<file path="src/rtl/input_port_buffer.sv">
// Router input-port buffer: circular flit FIFO with a packet FSM that requests the arbiter,
// holds the grant for a whole packet and discards orphan flits that arrive outside a packet.
`ifndef HEADER
`define HEADER  3'b001
`endif
`ifndef PAYLOAD
`define PAYLOAD 3'b010
`endif
`ifndef TAIL
`define TAIL    3'b011
`endif

module input_port_buffer #(
    parameter int DATA_WIDTH = 32,
    parameter int DEPTH      = 8
) (
    input  logic                     clk,
    input  logic                     rst,
    input  logic [DATA_WIDTH-1:0]    in_flit,
    input  logic                     in_valid,
    output logic                     in_ready,
    input  logic                     grant,
    input  logic                     out_ready,
    output logic [DATA_WIDTH-1:0]    out_flit,
    output logic                     out_valid,
    output logic                     req,
    output logic [2:0]               flit_id,
    output logic [11:0]              length,
    output logic [$clog2(DEPTH):0]   occupancy,
    output logic [7:0]               drop_count
);
    localparam int PTR_W = $clog2(DEPTH);
    localparam int CNT_W = PTR_W + 1;

    typedef enum logic {IDLE, ACTIVE} state_t;

    function automatic logic [7:0] sat_inc(input logic [7:0] v);
        return (v == 8'hFF) ? v : v + 8'd1;
    endfunction

    logic [DATA_WIDTH-1:0] mem [DEPTH];
    logic [PTR_W-1:0]      wr_ptr, rd_ptr;
    logic [CNT_W-1:0]      count;
    state_t                state_q, state_d;
    logic [11:0]           len_q;
    logic [7:0]            drop_q;

    logic                  empty, push, transfer, drop, pop;
    logic [DATA_WIDTH-1:0] head;
    logic [2:0]            head_id;

    assign empty    = (count == '0);
    assign head     = mem[rd_ptr];
    assign head_id  = head[DATA_WIDTH-1:DATA_WIDTH-3];
    assign in_ready = (count < CNT_W'(DEPTH));
    assign push     = in_valid && in_ready;

    // Head-of-line decode: empty FIFO reports id 0, so length falls back to len_q.
    assign flit_id   = empty ? 3'b000 : head_id;
    assign req       = (state_q == ACTIVE) || (!empty && head_id == `HEADER);
    assign out_valid = req && grant && !empty;
    assign transfer  = out_valid && out_ready;
    assign drop      = (state_q == IDLE) && !empty && (head_id != `HEADER);
    assign pop       = transfer || drop;

    assign out_flit   = head;
    assign length     = (flit_id == `HEADER) ? head[11:0] : len_q;
    assign occupancy  = count;
    assign drop_count = drop_q;

    always_comb begin
        state_d = state_q;
        if (transfer) begin
            if (head_id == `HEADER)
                state_d = ACTIVE;
            else if (head_id == `TAIL)
                state_d = IDLE;
        end
    end

    always_ff @(posedge clk) begin
        if (rst) begin
            state_q <= IDLE;
            wr_ptr  <= '0;
            rd_ptr  <= '0;
            count   <= '0;
            len_q   <= '0;
            drop_q  <= '0;
        end else begin
            state_q <= state_d;
            if (push)
                wr_ptr <= wr_ptr + PTR_W'(1);
            if (pop)
                rd_ptr <= rd_ptr + PTR_W'(1);
            if (push && !pop)
                count <= count + CNT_W'(1);
            else if (pop && !push)
                count <= count - CNT_W'(1);
            if (transfer && head_id == `HEADER)
                len_q <= head[11:0];
            if (drop)
                drop_q <= sat_inc(drop_q);
        end
    end

    // Flit storage carries no reset; only the pointers qualify its contents.
    always_ff @(posedge clk) begin
        if (push)
            mem[wr_ptr] <= in_flit;
    end

endmodule

</file>
<file path="config.mk">
export PLATFORM = sky130hd
export DESIGN_NAME = input_port_buffer
export DESIGN_NICKNAME = d
export VERILOG_FILES = /design/src/rtl/input_port_buffer.sv
export SDC_FILE = /design/constraint.sdc
export NUM_CORES = 1
export LEC_CHECK = 0
export CAP_MARGIN = 30
export CORE_UTILIZATION = 55
export DETAILED_ROUTE_END_ITERATION = 8
export GPL_TIMING_DRIVEN = 0
export PLACE_DENSITY = 0.77
export SETUP_SLACK_MARGIN = 0.3
export SYNTH_ARGS = -nofsm -noshare
export SYNTH_HDL_FRONTEND = slang
export SYNTH_SLANG_ARGS = --single-unit
</file>
<file path="constraint.sdc">
create_clock -name clk -period 4.4 [get_ports clk]
set_input_delay 0.66 -clock clk [delete_from_list [all_inputs] [get_ports clk]]
set_output_delay 0.66 -clock clk [all_outputs]
set_load 0.03 [all_outputs]
</file>
==> results of run 1 <==
## area by class of cell
| cell class | count | area [sq um] |
|---|---|---|
| clock inverter | 11 | 58.8 |
| sequential | 290 | 8370 |
| multi-input combinational | 237 | 2900 |
| clock buffer | 42 | 815 |
| inverter | 6 | 22.5 |
| timing repair buffer | 112 | 1180 |
| tap | 270 | 338 |
| fill | 1255 | 6400 |
| buffer | 26 | 155 |
## flip-flops by register name (all words and copies together) (netlist names), named ones only
register / flops
len_q: 12
state_q: 1
occupancy: 4
wr_ptr: 3
mem: 256
drop_count: 8
rd_ptr: 3
## kinds of logic after synthesis
| kind of cell | after synthesis | synth area share |
|---|---|---|
| flops | 290 | 0.736 |
| mux | 126 | 0.188 |
| simple gates | 76 | 0.0355 |
| buf+inv | 32 | 0.0135 |
| compound gates | 22 | 0.0138 |
| fa+ha+maj | 7 | 0.00837 |
| xor+xnor | 6 | 0.00463 |
## worst min path at each step
stage,from,end,cells after the start
floorplan,len_q[0],len_q[0],2
global placement,len_q[9],len_q[9],2
detailed placement,len_q[0],len_q[0],2
CTS,len_q[2],len_q[2],2
global route,len_q[1],len_q[1],2
finish,len_q[6],len_q[6],2
## power by group
group / internal (uW) / leakage, uW / switching (uW)
clock network: 1280 / 0.000434 / 961
registers: 3170 / 0.00260 / 84.5
logic: 1270 / 0.00147 / 1490
total: 5720 / 0.00451 / 2540
## metal layers
metal / part of all wire / vias up
met5: 0 / -
met4: 0.025 / 0
met3: 0.057 / 43
met2: 0.49 / 220
met1: 0.42 / 2973
li1: - / 2562
## stage by stage
step	util	cells	power, uW	hold WS, ps
2_1_floorplan	-	559	5140	454
3_3_place_gp	0.626	926	5960	468
3_5_place_dp	0.640	941	6070	476
4_1_cts	0.683	994	8320	496
5_1_grt	0.684	994	8570	508
6_report	0.684	994	8260	492
## layout by cell type (no fill, tap or decap), types with 3 or more instances in the layout
master / Yosys / routed
a21oi_1: 10 / 10
buf_12: 0 / 6
buf_6: 4 / 13
clkbuf_1: 16 / 18
clkbuf_16: 0 / 29
clkbuf_2: 0 / 7
clkbuf_4: 0 / 3
clkbuf_8: 0 / 4
clkdlybuf4s50_1: 0 / 88
clkinv_1: 0 / 3
clkinv_2: 0 / 6
dfxtp_1: 34 / 34
dlygate4sd2_1: 0 / 9
edfxtp_1: 256 / 256
ha_1: 6 / 6
inv_1: 6 / 6
mux2_1: 9 / 9
mux2_2: 35 / 35
mux2i_1: 16 / 16
mux4_2: 64 / 64
nand2_1: 6 / 6
nand2b_1: 5 / 5
nand3_1: 3 / 3
nand4_1: 3 / 3
nor2_1: 35 / 29
nor2_4: 0 / 6
nor2b_1: 3 / 3
o21ai_0: 3 / 3
o31ai_1: 3 / 3
or3_1: 4 / 4
or4_1: 5 / 5
xnor2_1: 3 / 3
xor2_1: 3 / 3
## tightest hold or removal path, delay by kind of cell (launching register included)
family / cells / cell delay (ps)
DFF: 1 / 320
muxes: 1 / 60
and+or+nand+nor: 1 / 70
## timing repair
action,CTS,global route
endpoints found under the setup margin,30,7
gates resized for setup,17,8
hold buffers,0,0
pin swaps,0,0
gates cloned,0,0
setup buffers,0,0
==> summary.txt, run 1 <==
STA
  – # setup viols final: 0
  – Final Hold Fails: 0
  – Max Transition Viols Final: 0
  – Period utilization: 0.901
  – Actual slew at the worst max-slew pin: 937 ps
  – Highest Clock Rate: 252 MHz
  – Final min period: 3970 ps
  – Final worst slack: 434 ps
  – Max-slew headroom: 0.372
  – Worst Clk Skew: 7.36 ps
  – Final setup TNS: 0 ps
  – RSZ-0062 raised after global routing: false

Routing
  – Detailed Routing Iterations Pass 1: 4
  – Initial DRC Count: 330
  – Residual DRC: 0
  – DRT Wirelength: 22,700 microns
  – Routed len/inst: 22.9 microns
  – Vias: 5,798
  – Final ANT Viol Nets: 0
  – Via density: 5.83

Global route
  – Met3 Resource Use GR: 0.0376
  – Largest net degree at the start of global routing: 24
  – Vias in the first global route: 5,909
  – M2 GR Usage: 0.360
  – Met1 Resource Use GR: 0.310
  – Grt total ovfl: 0
  – First-pass GRT wire length: 34,800 microns
  – Busiest grt layer: met2
  – Initial antenna violation count: 0
  – GRT Util Overall: 0.220

Die
  – Initial Util: 0.562
  – IO Count: 99
  – # rows: 52
  – Die height: 146 microns
  – Core area: 20,200 sq um
  – Die X: 146 microns
  – Total die area: 21,200 sq um

Place
  – Placed cell area: 12,900 sq um
  – Gpl congestion: 0.801
  – Post-DP HPWL: 14,300 microns
  – Pre-CTS WS: 508 ps
  – Port Buffers: 97

Setup path
  – CP Launch Type: register
  – Critical path cell sequence: buf_6 > mux4_2 > mux2_4 > nor3_4 > nand2_2 > mux2_2 > clkdlybuf4s50_1
  – CP bufs+invs: 2
  – Worst setup EP type: primary output
  – Critical Path Fanout Max: 10
  – CP Data Arrival Time: 3310 ps
  – Worst Setup EP: length[2]
  – Reg2reg end: occupancy[3]
  – CP peak stage delay: 660 ps
  – WS Path Type: reg -> out
  – CP Depth: 7
  – Slowest CP cell: clkdlybuf4s50_1
  – R2R depth: 12
  – Top delay family on crit path: multiplexers
  – R2R Setup Slk: 880 ps
  – CP required: 3740 ps

Clock network
  – CTS buffer count: 29
  – CTS tree: built
  – H-tree levels: 1
  – Clock Latency Late Sink: 540 ps
  – TritonCTS Sinks: 290
  – CTS clock-pin slew for the worst setup and hold paths: 60 ps
  – CTS Buffer Depth: 3
  – Root buf cell: clkbuf_16

Layout
  – Antenna cells: 0
  – Area delta synth->final: 21.7%
  – Share of layout cells above drive strength 1: 0.258
  – Layout net count: 746
  – Final instance area: 13,800 sq um

Worst hold path
  – Worst min path class: reg -> reg

Outcome
  – Status: finished clean

Synthesis
  – Seq/Total Area, Yosys: 0.736
  – Post-synth top area share: 0.677
  – Cell Area, Synth: 11,400 sq um
  – Yosys cell types: 42
  – Mapped Avg Cell Area: 20.3 sq um
  – Yosys reg bits: 290
  – Yosys warning count: 0
  – Syn_nets: 603
  – Main area contributors after synthesis: edfxtp_1 (68%), mux4_2 (13%), dfxtp_1 (6.0%)
  – Post-synth ARST share: 0
  – Top-count cell post-synth: edfxtp_1
  – Prevailing post-synth register cell: edfxtp_1
  – Synth top cells by count: edfxtp_1 (256), mux4_2 (64), mux2_2 (35), nor2_1 (35), dfxtp_1 (34)
  – Area leader, netlist: edfxtp_1
  – Number of synthesized flops with an enable pin: 256
  – Synth Instances: 559

Run
  – Maxcap violations: 0

Power and ir drop
  – Leakage dissipation: 0.00451 uW
  – Cell area power density: 597 nW/um^2
  – Worst vdd ir: 0.425 mV
No activity file was read; power rests on OpenSTA's default activity.
==> run 2: changes to the inputs <==
--- a/config.mk
+++ b/config.mk
@@ -7,6 +7,7 @@
 export LEC_CHECK = 0
 export CAP_MARGIN = 30
 export CORE_UTILIZATION = 55
+export CTS_CLUSTER_SIZE = 40
 export DETAILED_ROUTE_END_ITERATION = 8
 export GPL_TIMING_DRIVEN = 0
 export PLACE_DENSITY = 0.77
==> results of run 2 <==
No change in the layout: final DEF, timing and power equal those of run 1.
